<file path="src/rtl/gray_pkg.sv">
// gray_pkg: shared Gray-code helpers and WRAP encoding constants.
//
// The conversion functions work on 32-bit values, which is the widest
// counter supported. Narrower callers zero-extend their operand and take
// the low bits of the result. Zero upper bits do not disturb the low bits
// in either direction of conversion.
package gray_pkg;

    localparam int MAX_WIDTH = 32;

    // Encoding of the gray_counter WRAP parameter.
    localparam int WRAP_SAT  = 0;  // hold at the terminal count
    localparam int WRAP_ROLL = 1;  // roll over at the terminal count

    function automatic logic [MAX_WIDTH-1:0] bin2gray(input logic [MAX_WIDTH-1:0] b);
        return b ^ (b >> 1);
    endfunction

    // Prefix XOR from the MSB down: b[i] = g[MSB] ^ ... ^ g[i].
    function automatic logic [MAX_WIDTH-1:0] gray2bin(input logic [MAX_WIDTH-1:0] g);
        logic [MAX_WIDTH-1:0] b;
        b[MAX_WIDTH-1] = g[MAX_WIDTH-1];
        for (int i = MAX_WIDTH - 2; i >= 0; i--) begin
            b[i] = b[i+1] ^ g[i];
        end
        return b;
    endfunction

endpackage

</file>
<file path="src/rtl/binary_to_gray.sv">
// binary_to_gray: combinational binary-to-Gray converter.
//
// Ports:
//   bin   in   WIDTH  binary value
//   gray  out  WIDTH  Gray code of bin
module binary_to_gray
    import gray_pkg::*;
#(
    parameter int WIDTH = 5
) (
    input  logic [WIDTH-1:0] bin,
    output logic [WIDTH-1:0] gray
);

    assign gray = WIDTH'(bin2gray(MAX_WIDTH'(bin)));

endmodule

</file>
<file path="src/rtl/gray_counter.sv">
// gray_counter: up/down binary counter with a registered Gray-code output.
//
// Parameters:
//   WIDTH      counter width, 2..32
//   WRAP       WRAP_ROLL (1) rolls over at terminal count, WRAP_SAT (0) holds
//   RESET_VAL  binary value restored by rst_n and clr
//
// Ports:
//   clk           in   1      clock, rising edge
//   rst_n         in   1      asynchronous reset, active low
//   clr           in   1      synchronous clear to RESET_VAL (highest priority)
//   load          in   1      synchronous load of load_val
//   load_is_gray  in   1      1 = load_val is Gray-coded, 0 = binary
//   load_val      in   WIDTH  value to load
//   en            in   1      count enable (lowest priority)
//   up_dn         in   1      1 = count up, 0 = count down
//   bin_out       out  WIDTH  registered binary count
//   gray_out      out  WIDTH  registered Gray code of bin_out
//   tc            out  1      terminal count for the current up_dn direction
//   wrap_pulse    out  1      registered, high for the one cycle after a wrap
module gray_counter
    import gray_pkg::*;
#(
    parameter int WIDTH     = 5,
    parameter int WRAP      = 1,
    parameter int RESET_VAL = 0
) (
    input  logic             clk,
    input  logic             rst_n,
    input  logic             clr,
    input  logic             load,
    input  logic             load_is_gray,
    input  logic [WIDTH-1:0] load_val,
    input  logic             en,
    input  logic             up_dn,
    output logic [WIDTH-1:0] bin_out,
    output logic [WIDTH-1:0] gray_out,
    output logic             tc,
    output logic             wrap_pulse
);

    localparam logic [WIDTH-1:0] RST_BIN  = WIDTH'(RESET_VAL);
    localparam logic [WIDTH-1:0] RST_GRAY = WIDTH'(bin2gray(MAX_WIDTH'(RST_BIN)));
    localparam logic [WIDTH-1:0] ONE      = WIDTH'(1);

    logic [WIDTH-1:0] bin_r;
    logic [WIDTH-1:0] gray_r;
    logic             wrap_r;

    logic [WIDTH-1:0] bin_next;
    logic [WIDTH-1:0] gray_next;
    logic             wrap_next;

    // Terminal count tracks the live up_dn so a direction change is seen
    // on the same edge it is sampled.
    assign tc = up_dn ? (bin_r == '1) : (bin_r == '0);

    always_comb begin
        bin_next  = bin_r;
        wrap_next = 1'b0;
        if (clr) begin
            bin_next = RST_BIN;
        end else if (load) begin
            if (load_is_gray) begin
                bin_next = WIDTH'(gray2bin(MAX_WIDTH'(load_val)));
            end else begin
                bin_next = load_val;
            end
        end else if (en) begin
            if (tc) begin
                // In saturate mode the count simply holds at the boundary.
                if (WRAP == WRAP_ROLL) begin
                    bin_next  = up_dn ? '0 : '1;
                    wrap_next = 1'b1;
                end
            end else begin
                bin_next = up_dn ? (bin_r + ONE) : (bin_r - ONE);
            end
        end
    end

    // Gray code is formed from the next-state binary and registered, so
    // gray_out has no combinational path from inputs and stays in step
    // with bin_out.
    binary_to_gray #(
        .WIDTH (WIDTH)
    ) u_bin2gray (
        .bin  (bin_next),
        .gray (gray_next)
    );

    always_ff @(posedge clk or negedge rst_n) begin
        if (!rst_n) begin
            bin_r  <= RST_BIN;
            gray_r <= RST_GRAY;
            wrap_r <= 1'b0;
        end else begin
            bin_r  <= bin_next;
            gray_r <= gray_next;
            wrap_r <= wrap_next;
        end
    end

    assign bin_out    = bin_r;
    assign gray_out   = gray_r;
    assign wrap_pulse = wrap_r;

endmodule

</file>
<file path="config.mk">
export PLATFORM = sky130hd
export DESIGN_NAME = gray_counter
export DESIGN_NICKNAME = d
export VERILOG_FILES = /design/src/rtl/gray_pkg.sv /design/src/rtl/binary_to_gray.sv /design/src/rtl/gray_counter.sv
export SDC_FILE = /design/constraint.sdc
export NUM_CORES = 1
export LEC_CHECK = 0
export ABC_CLOCK_PERIOD_IN_PS = 4800
export CORE_UTILIZATION = 49
export DETAILED_ROUTE_END_ITERATION = 6
export GPL_ROUTABILITY_DRIVEN = 0
export GPL_TIMING_DRIVEN = 1
export PLACE_DENSITY = 0.86
export SLEW_MARGIN = 20
export SYNTH_ARGS = -nofsm -noshare
export SYNTH_HDL_FRONTEND = slang
export SYNTH_SLANG_ARGS = --single-unit
</file>
<file path="constraint.sdc">
create_clock -name clk -period 4.8 [get_ports clk]
set_input_delay 0.48 -clock clk [delete_from_list [all_inputs] [get_ports clk]]
set_output_delay 0.48 -clock clk [all_outputs]
set_load 0.01 [all_outputs]
</file>
==> metrics.csv, run 1 <==
stage,metric,value,unit
logic_synthesis,syn nets,99,
cts,Inserted Clock Buffers,3,
logic_synthesis,dominant synthesized flop cell,dfrtp_1,
sta,TNS Setup,0,ns
grt,largest net degree at the start of global routing,16,
cts,clock tree buffer depth,2,
setup_path,Buf/Inv on CP,2,
sta,fin crit share,55.60,%
grt,first-pass GRT wire length,3001,µm
pwr,VDD IR max,0.1435,mV
final_layout,ant diodes,0,
setup_path,Startpoint Class,input pin,
sta,fmax,374.7,MHz
detailed_routing,DRT iter0 DRCs,11,
detailed_routing,Routed Antenna Nets,0,
cts,Num Clock Sinks,10,
setup_path,Slowest cell on crit path,clkdlybuf4s50_1,
detailed_routing,DRT Pass-1 Iters,4,
logic_synthesis,"EDFF count, synth",0,
final_layout,area grow syn2layout,32.30,%
cts,clock insertion delay at the later pin of the skew report,0.27,ns
grt,vias in the first global route,696,
cts,Post-CTS Setup Bufs,0,
pwr,leakage,0.0004871,µW
sta,Hold Slack,0.5228,ns
setup_path,"Arr. time, crit path",2.81,ns
pwr,pwr dens,282.5,nW/µm²
detailed_routing,total wire length,1757,µm
cts,CTS tree,done,
detailed_routing,routed len/inst,14.28,µm
placed_design,I/O Buffers,23,
setup_path,cell chain of the critical path,clkdlybuf4s50_1 > inv_1 > fa_1 > a21o_1 > a21oi_1 > nor4b_1 > nor4b_4 > xnor2_1,
final_layout,post-route cell area,1071,µm²
die,Die ar.,1819,µm²
min_path,Hold Path Class,input pin to asynchronous set/reset pin,
sta,RSZ-0062 raised after global routing,no,
sta,fin. max-slew vios,0,
cts,# hold bufs at CTS,0,
sta,final worst slack,2.131,ns
cts,H-tree depth,1,
final_layout,"commonest non-fill, non-tap cell in the layout",clkdlybuf4s50_1,
logic_synthesis,Synth Cell Area,809.5,µm²
die,Ports,24,
detailed_routing,DR vias,712,
die,Core ar.,1524,µm²
pwr,total power,302.6,µW
logic_synthesis,Avg Inst Size Synth,9.753,µm²
logic_synthesis,"Distinct cells, synth",38,
setup_path,max incr delay on CP,0.57,ns
sta,worst slew pin tran,0.5349,ns
placed_design,Area after DPL,1035,µm²
die,Cell Rows,14,
die,Die Y-Extent,42.65,µm
final_layout,layout cells sized above 1,10.28,%
cts,root buffer cell,clkbuf_4,
detailed_routing,Via density,5.789,
grt,GRT Total Usage,22.02,%
detailed_routing,drt drc,0,
run_status,outcome,finished clean,
logic_synthesis,Ys Warns,0,
run,max-cap violation count,0,
grt,initial antenna violation count,0,
placed_design,Setup WS pre-CTS,1.828,ns
sta,"Min Clock Period, post-route",2.669,ns
cts,post-cts sizing count,0,
sta,Setup Skew,0.004414,ns
setup_path,Worst setup EP type,flop,
setup_path,WP data required,4.95,ns
final_layout,final net count,124,
sta,final setup vio count,0,
sta,relative slew slack,64.01,%
placed_design,placed wire-length estimate,1444,µm
die,Die W,42.65,µm
setup_path,WS Path Type,input pin to flop,
sta,Final Hold Violating Endpoints,0,
grt,aggregate global routing overflow,0,
logic_synthesis,Post-synth ARST share,100.0,%
final_layout,"commonest non-fill, non-tap cells in the layout","23 x clkdlybuf4s50_1, 10 x dfrtp_1, 9 x a21oi_1, 7 x xor2_1, 6 x inv_1",
setup_path,CP top delay family,buffers and inverters,
logic_synthesis,sequential share of the synthesized area,30.91,%
logic_synthesis,number of synthesized register bits,10,
logic_synthesis,Syn Inst Count,83,
die,Initial Util,53.12,%
cts,Clock transition at path regs,0.07,ns
setup_path,critical-path maximum fanout,6,
-- power by group --
group	leakage, µW	switching (µW)	total (µW)	internal (µW)
Combinational	0.000338	54.9	119	64.1
Clock	0.0000210	30.3	76.4	46.1
Sequential	0.000128	11.4	107	95.8
Total	0.000487	96.6	303	206
-- final cells by class --
cell class	count	area, µm²
clock buffers	4	36.28
fillers	133	452.9
inverters	6	22.52
multi-input cells	64	511.7
flip-flops and latches	10	250.2
well taps	16	20.02
repair buffers	23	230.2
-- routing by layer --
| layer | track usage [%] | vias to the layer above | wire, µm |
|---|---|---|---|
| met5 | 0 | - | 0 |
| met1 | 27.67 | 340 | 742 |
| li1 | - | 348 | - |
| met2 | 38.48 | 22 | 945 |
| met3 | 3.879 | 2 | 49 |
| met4 | 5.625 | 0 | 19 |
-- flip-flops by register name, indices dropped and copies added, names as in the netlist --
signal      flops
wrap_pulse      1
gray_out        4
bin_out         5
-- Yosys cell counts (2+ instances only) --
| cell | count | area, µm² |
|---|---|---|
| xor2_1 | 7 | 61.31 |
| dfrtp_1 | 10 | 250.2 |
| o21ai_0 | 5 | 25.02 |
| xnor2_1 | 2 | 17.52 |
| nor4b_1 | 2 | 17.52 |
| and3_1 | 2 | 12.51 |
| nor2_1 | 4 | 15.01 |
| inv_1 | 6 | 22.52 |
| nand2_1 | 5 | 18.77 |
| a21o_1 | 2 | 15.01 |
| a21oi_1 | 9 | 45.04 |
| ha_1 | 3 | 37.54 |
-- logic make-up after synthesis --
family,after synthesis,share of synthesized area (%)
AO/OA/AOI/OAI,22,16.85
XOR/XNOR,11,14.68
AND/OR/NAND/NOR,25,21.95
buffers and inverters,9,5.873
multiplexers,2,2.627
flip-flops,10,30.91
adder cells (fa/ha/maj),4,7.110
-- path summary, 6_finish.rpt --
check	start	to	slack, ns	depth (start not counted)
worst max-delay path	up_dn	gray_out[3]$_DFF_PN0_	2.13	8
worst min register to register	bin_out[2]$_DFF_PN0_	gray_out[2]$_DFF_PN0_	0.85	4
worst max register to register	bin_out[0]$_DFF_PN0_	gray_out[3]$_DFF_PN0_	2.63	6
max in group asynchronous	rst_n	bin_out[1]$_DFF_PN0_	3.97	1
min in group clk	bin_out[2]$_DFF_PN0_	gray_out[2]$_DFF_PN0_	0.85	4
worst min-delay path	rst_n	gray_out[0]$_DFF_PN0_	0.52	1
-- stage by stage --
stage	utilization, %	cells
2_1_floorplan	-	83
3_3_place_gp	67.90	119
6_report	70.28	123
3_5_place_dp	67.90	119
4_1_cts	70.28	123
5_1_grt	70.28	123
Power figures use the tool's default switching activity.
==> inputs of run 2 (changes only) <==
- ABC_CLOCK_PERIOD_IN_PS: 4800 -> 2200
- CORE_UTILIZATION: 49 -> 41
- PLACE_DENSITY: 0.86 -> 0.77
- clock period: 4.8 -> 2.2 ns (I/O delays scaled with it)
==> metrics.csv, run 2 (synthesis gave the netlist of run 1 again) <==
stage,metric,value,unit,change
run_status,outcome,finished clean,,unchanged
min_path,Hold Path Class,input pin to asynchronous set/reset pin,,unchanged
die,Core ar.,1783,µm²,was 1524 µm²
sta,Final Hold Violating Endpoints,0,,unchanged
sta,final setup vio count,0,,unchanged
die,Ports,24,,unchanged
sta,fin. max-slew vios,0,,unchanged
grt,aggregate global routing overflow,0,,unchanged
sta,worst slew pin tran,0.4455,ns,was 0.5349 ns
detailed_routing,top sig layer,met4,,unchanged
setup_path,critical-path maximum fanout,6,,unchanged
sta,"Min Clock Period, post-route",2.130,ns,
setup_path,Worst setup EP type,output pin,,was flop
die,Initial Util,45.40,%,was 53.12%
detailed_routing,metal3 WL,55,µm,was 49 µm
grt,first-pass GRT wire length,2911,µm,was 3001 µm
pwr,leakage,0.0005314,µW,was 0.0004871 µW
detailed_routing,Via density,5.187,,was 5.789
sta,RSZ-0062 raised after global routing,no,,unchanged
detailed_routing,DRT iter0 DRCs,12,,was 11
setup_path,WS Path Type,flop to output pin,,was input pin to flop
pwr,total power,632.5,µW,was 302.6 µW
sta,Setup Skew,0.005418,ns,was 0.004414 ns
detailed_routing,total wire length,1794,µm,was 1757 µm
cts,clock insertion delay at the later pin of the skew report,0.25,ns,was 0.27 ns
detailed_routing,Routed Antenna Nets,0,,unchanged
final_layout,"commonest non-fill, non-tap cell in the layout",clkdlybuf4s50_1,,unchanged
die,Die W,46.44,µm,was 42.65 µm
detailed_routing,Met2 Wirelength,965,µm,was 945 µm
die,Cell Rows,15,,was 14
cts,H-tree depth,1,,unchanged
grt,GRT Total Usage,18.92,%,was 22.02%
cts,clock tree buffer depth,2,,unchanged
final_layout,final net count,132,,was 124
detailed_routing,DRT met1 WL,759,µm,was 742 µm
pwr,VDD IR max,0.3590,mV,was 0.1435 mV
sta,fin crit share,96.81,%,
final_layout,"commonest non-fill, non-tap cells in the layout","23 x clkdlybuf4s50_1, 8 x a21oi_1, 8 x dfrtp_1, 8 x buf_4, 7 x xor2_1",,"was 23 x clkdlybuf4s50_1, 10 x dfrtp_1, 9 x a21oi_1, 7 x xor2_1, 6 x inv_1"
placed_design,Setup WS pre-CTS,-0.2323,ns,was 1.828 ns
detailed_routing,DR vias,721,,was 712
die,Die Y-Extent,46.44,µm,was 42.65 µm
pwr,pwr dens,540.1,nW/µm²,was 282.5 nW/µm²
cts,Clock transition at path regs,0.06,ns,was 0.07 ns
grt,initial antenna violation count,0,,unchanged
detailed_routing,routed len/inst,12.91,µm,was 14.28 µm
die,Die ar.,2156,µm²,was 1819 µm²
sta,relative slew slack,70.21,%,was 64.01%
cts,root buffer cell,clkbuf_4,,unchanged
grt,largest net degree at the start of global routing,12,,was 16
setup_path,R2R cell count,7,,was 6
final_layout,ant diodes,0,,unchanged
setup_path,Startpoint Class,flop,,was input pin
detailed_routing,DRT Pass-1 Iters,4,,unchanged
placed_design,I/O Buffers,23,,unchanged
final_layout,post-layout util,65.68,%,was 70.28%
sta,fmax,469.5,MHz,
final_layout,area grow syn2layout,44.67,%,was 32.30%
sta,Hold Slack,0.2768,ns,was 0.5228 ns
final_layout,layout cells sized above 1,21.05,%,was 10.28%
sta,final worst slack,0.07021,ns,was 2.131 ns
setup_path,"Arr. time, crit path",1.91,ns,was 2.81 ns
placed_design,placed wire-length estimate,1455,µm,was 1444 µm
cts,Num Clock Sinks,10,,unchanged
setup_path,WP data required,1.98,ns,was 4.95 ns
sta,TNS Setup,0,ns,unchanged
final_layout,max reg flops,5,,unchanged
run,max-cap violation count,0,,unchanged
detailed_routing,drt drc,0,,unchanged
cts,Inserted Clock Buffers,3,,unchanged
cts,CTS tree,done,,unchanged
grt,vias in the first global route,688,,was 696
run 2: changes by cell type in the layout (fill, tap and decap cells not counted), moves of 2 or more:
cell     delta
dfrtp_1     -2
buf_4       +8
dfrtp_2     +2
nor4b_1     -2
run 2: cell type report:
| cell class | instances | area, µm² |
|---|---|---|
| Fill cell | 160 | 611.8 |
| Multi-Input combinational cell | 64 | 551.8 |
| Timing Repair Buffer | 31 | 290.3 |
| Sequential cell | 10 | 252.7 |
| Tap cell | 25 | 31.28 |
| Clock buffer | 3 | 22.52 |
| Inverter | 6 | 22.52 |
run 2: power by group:
group          internal [µW]  leakage [µW]  total [µW]  switching, µW
Sequential               210      0.000126         239           29.4
Clock                   62.7     0.0000138         115           52.8
Combinational            156      0.000392         278            122
Total                    428      0.000531         633            204
run 2: worst max-delay path, cell delays in order (launching register included):
cell and delay [ns]:
dfrtp_2 0.47, nor4_4 0.35, nand2_1 0.10, o21ai_0 0.14, clkdlybuf4s50_1 0.59
run 2: per-stage QoR:
stage          instances  cell area (µm²)
3_5_place_dp         136             1106
2_1_floorplan         83            809.5
4_1_cts              139             1144
3_3_place_gp         136             1106
6_report             139             1171
5_1_grt              139             1171
run 2: what timing repair did:
action / CTS / global route
hold buffers: 0 / 0
setup endpoints to repair: 1 / 2
buffers inserted: 0 / 0
gates resized for setup: 2 / 6
run 2: worst paths after layout:
check	start	end	slack (ns)
max	bin_out[1]$_DFF_PN0_	tc	0.07
min in group clk	clr	bin_out[0]$_DFF_PN0_	0.71
max in group asynchronous	rst_n	bin_out[0]$_DFF_PN0_	1.59
min	rst_n	bin_out[2]$_DFF_PN0_	0.28
min reg2reg	bin_out[0]$_DFF_PN0_	bin_out[0]$_DFF_PN0_	0.82
max reg2reg	bin_out[0]$_DFF_PN0_	gray_out[3]$_DFF_PN0_	0.23
run 2: per-layer routing:
layer / up-vias / track usage (%)
li1: 359 / -
met1: 341 / 23.02
met5: - / 0
met3: 2 / 3.529
met2: 19 / 34.44
met4: 0 / 2.941
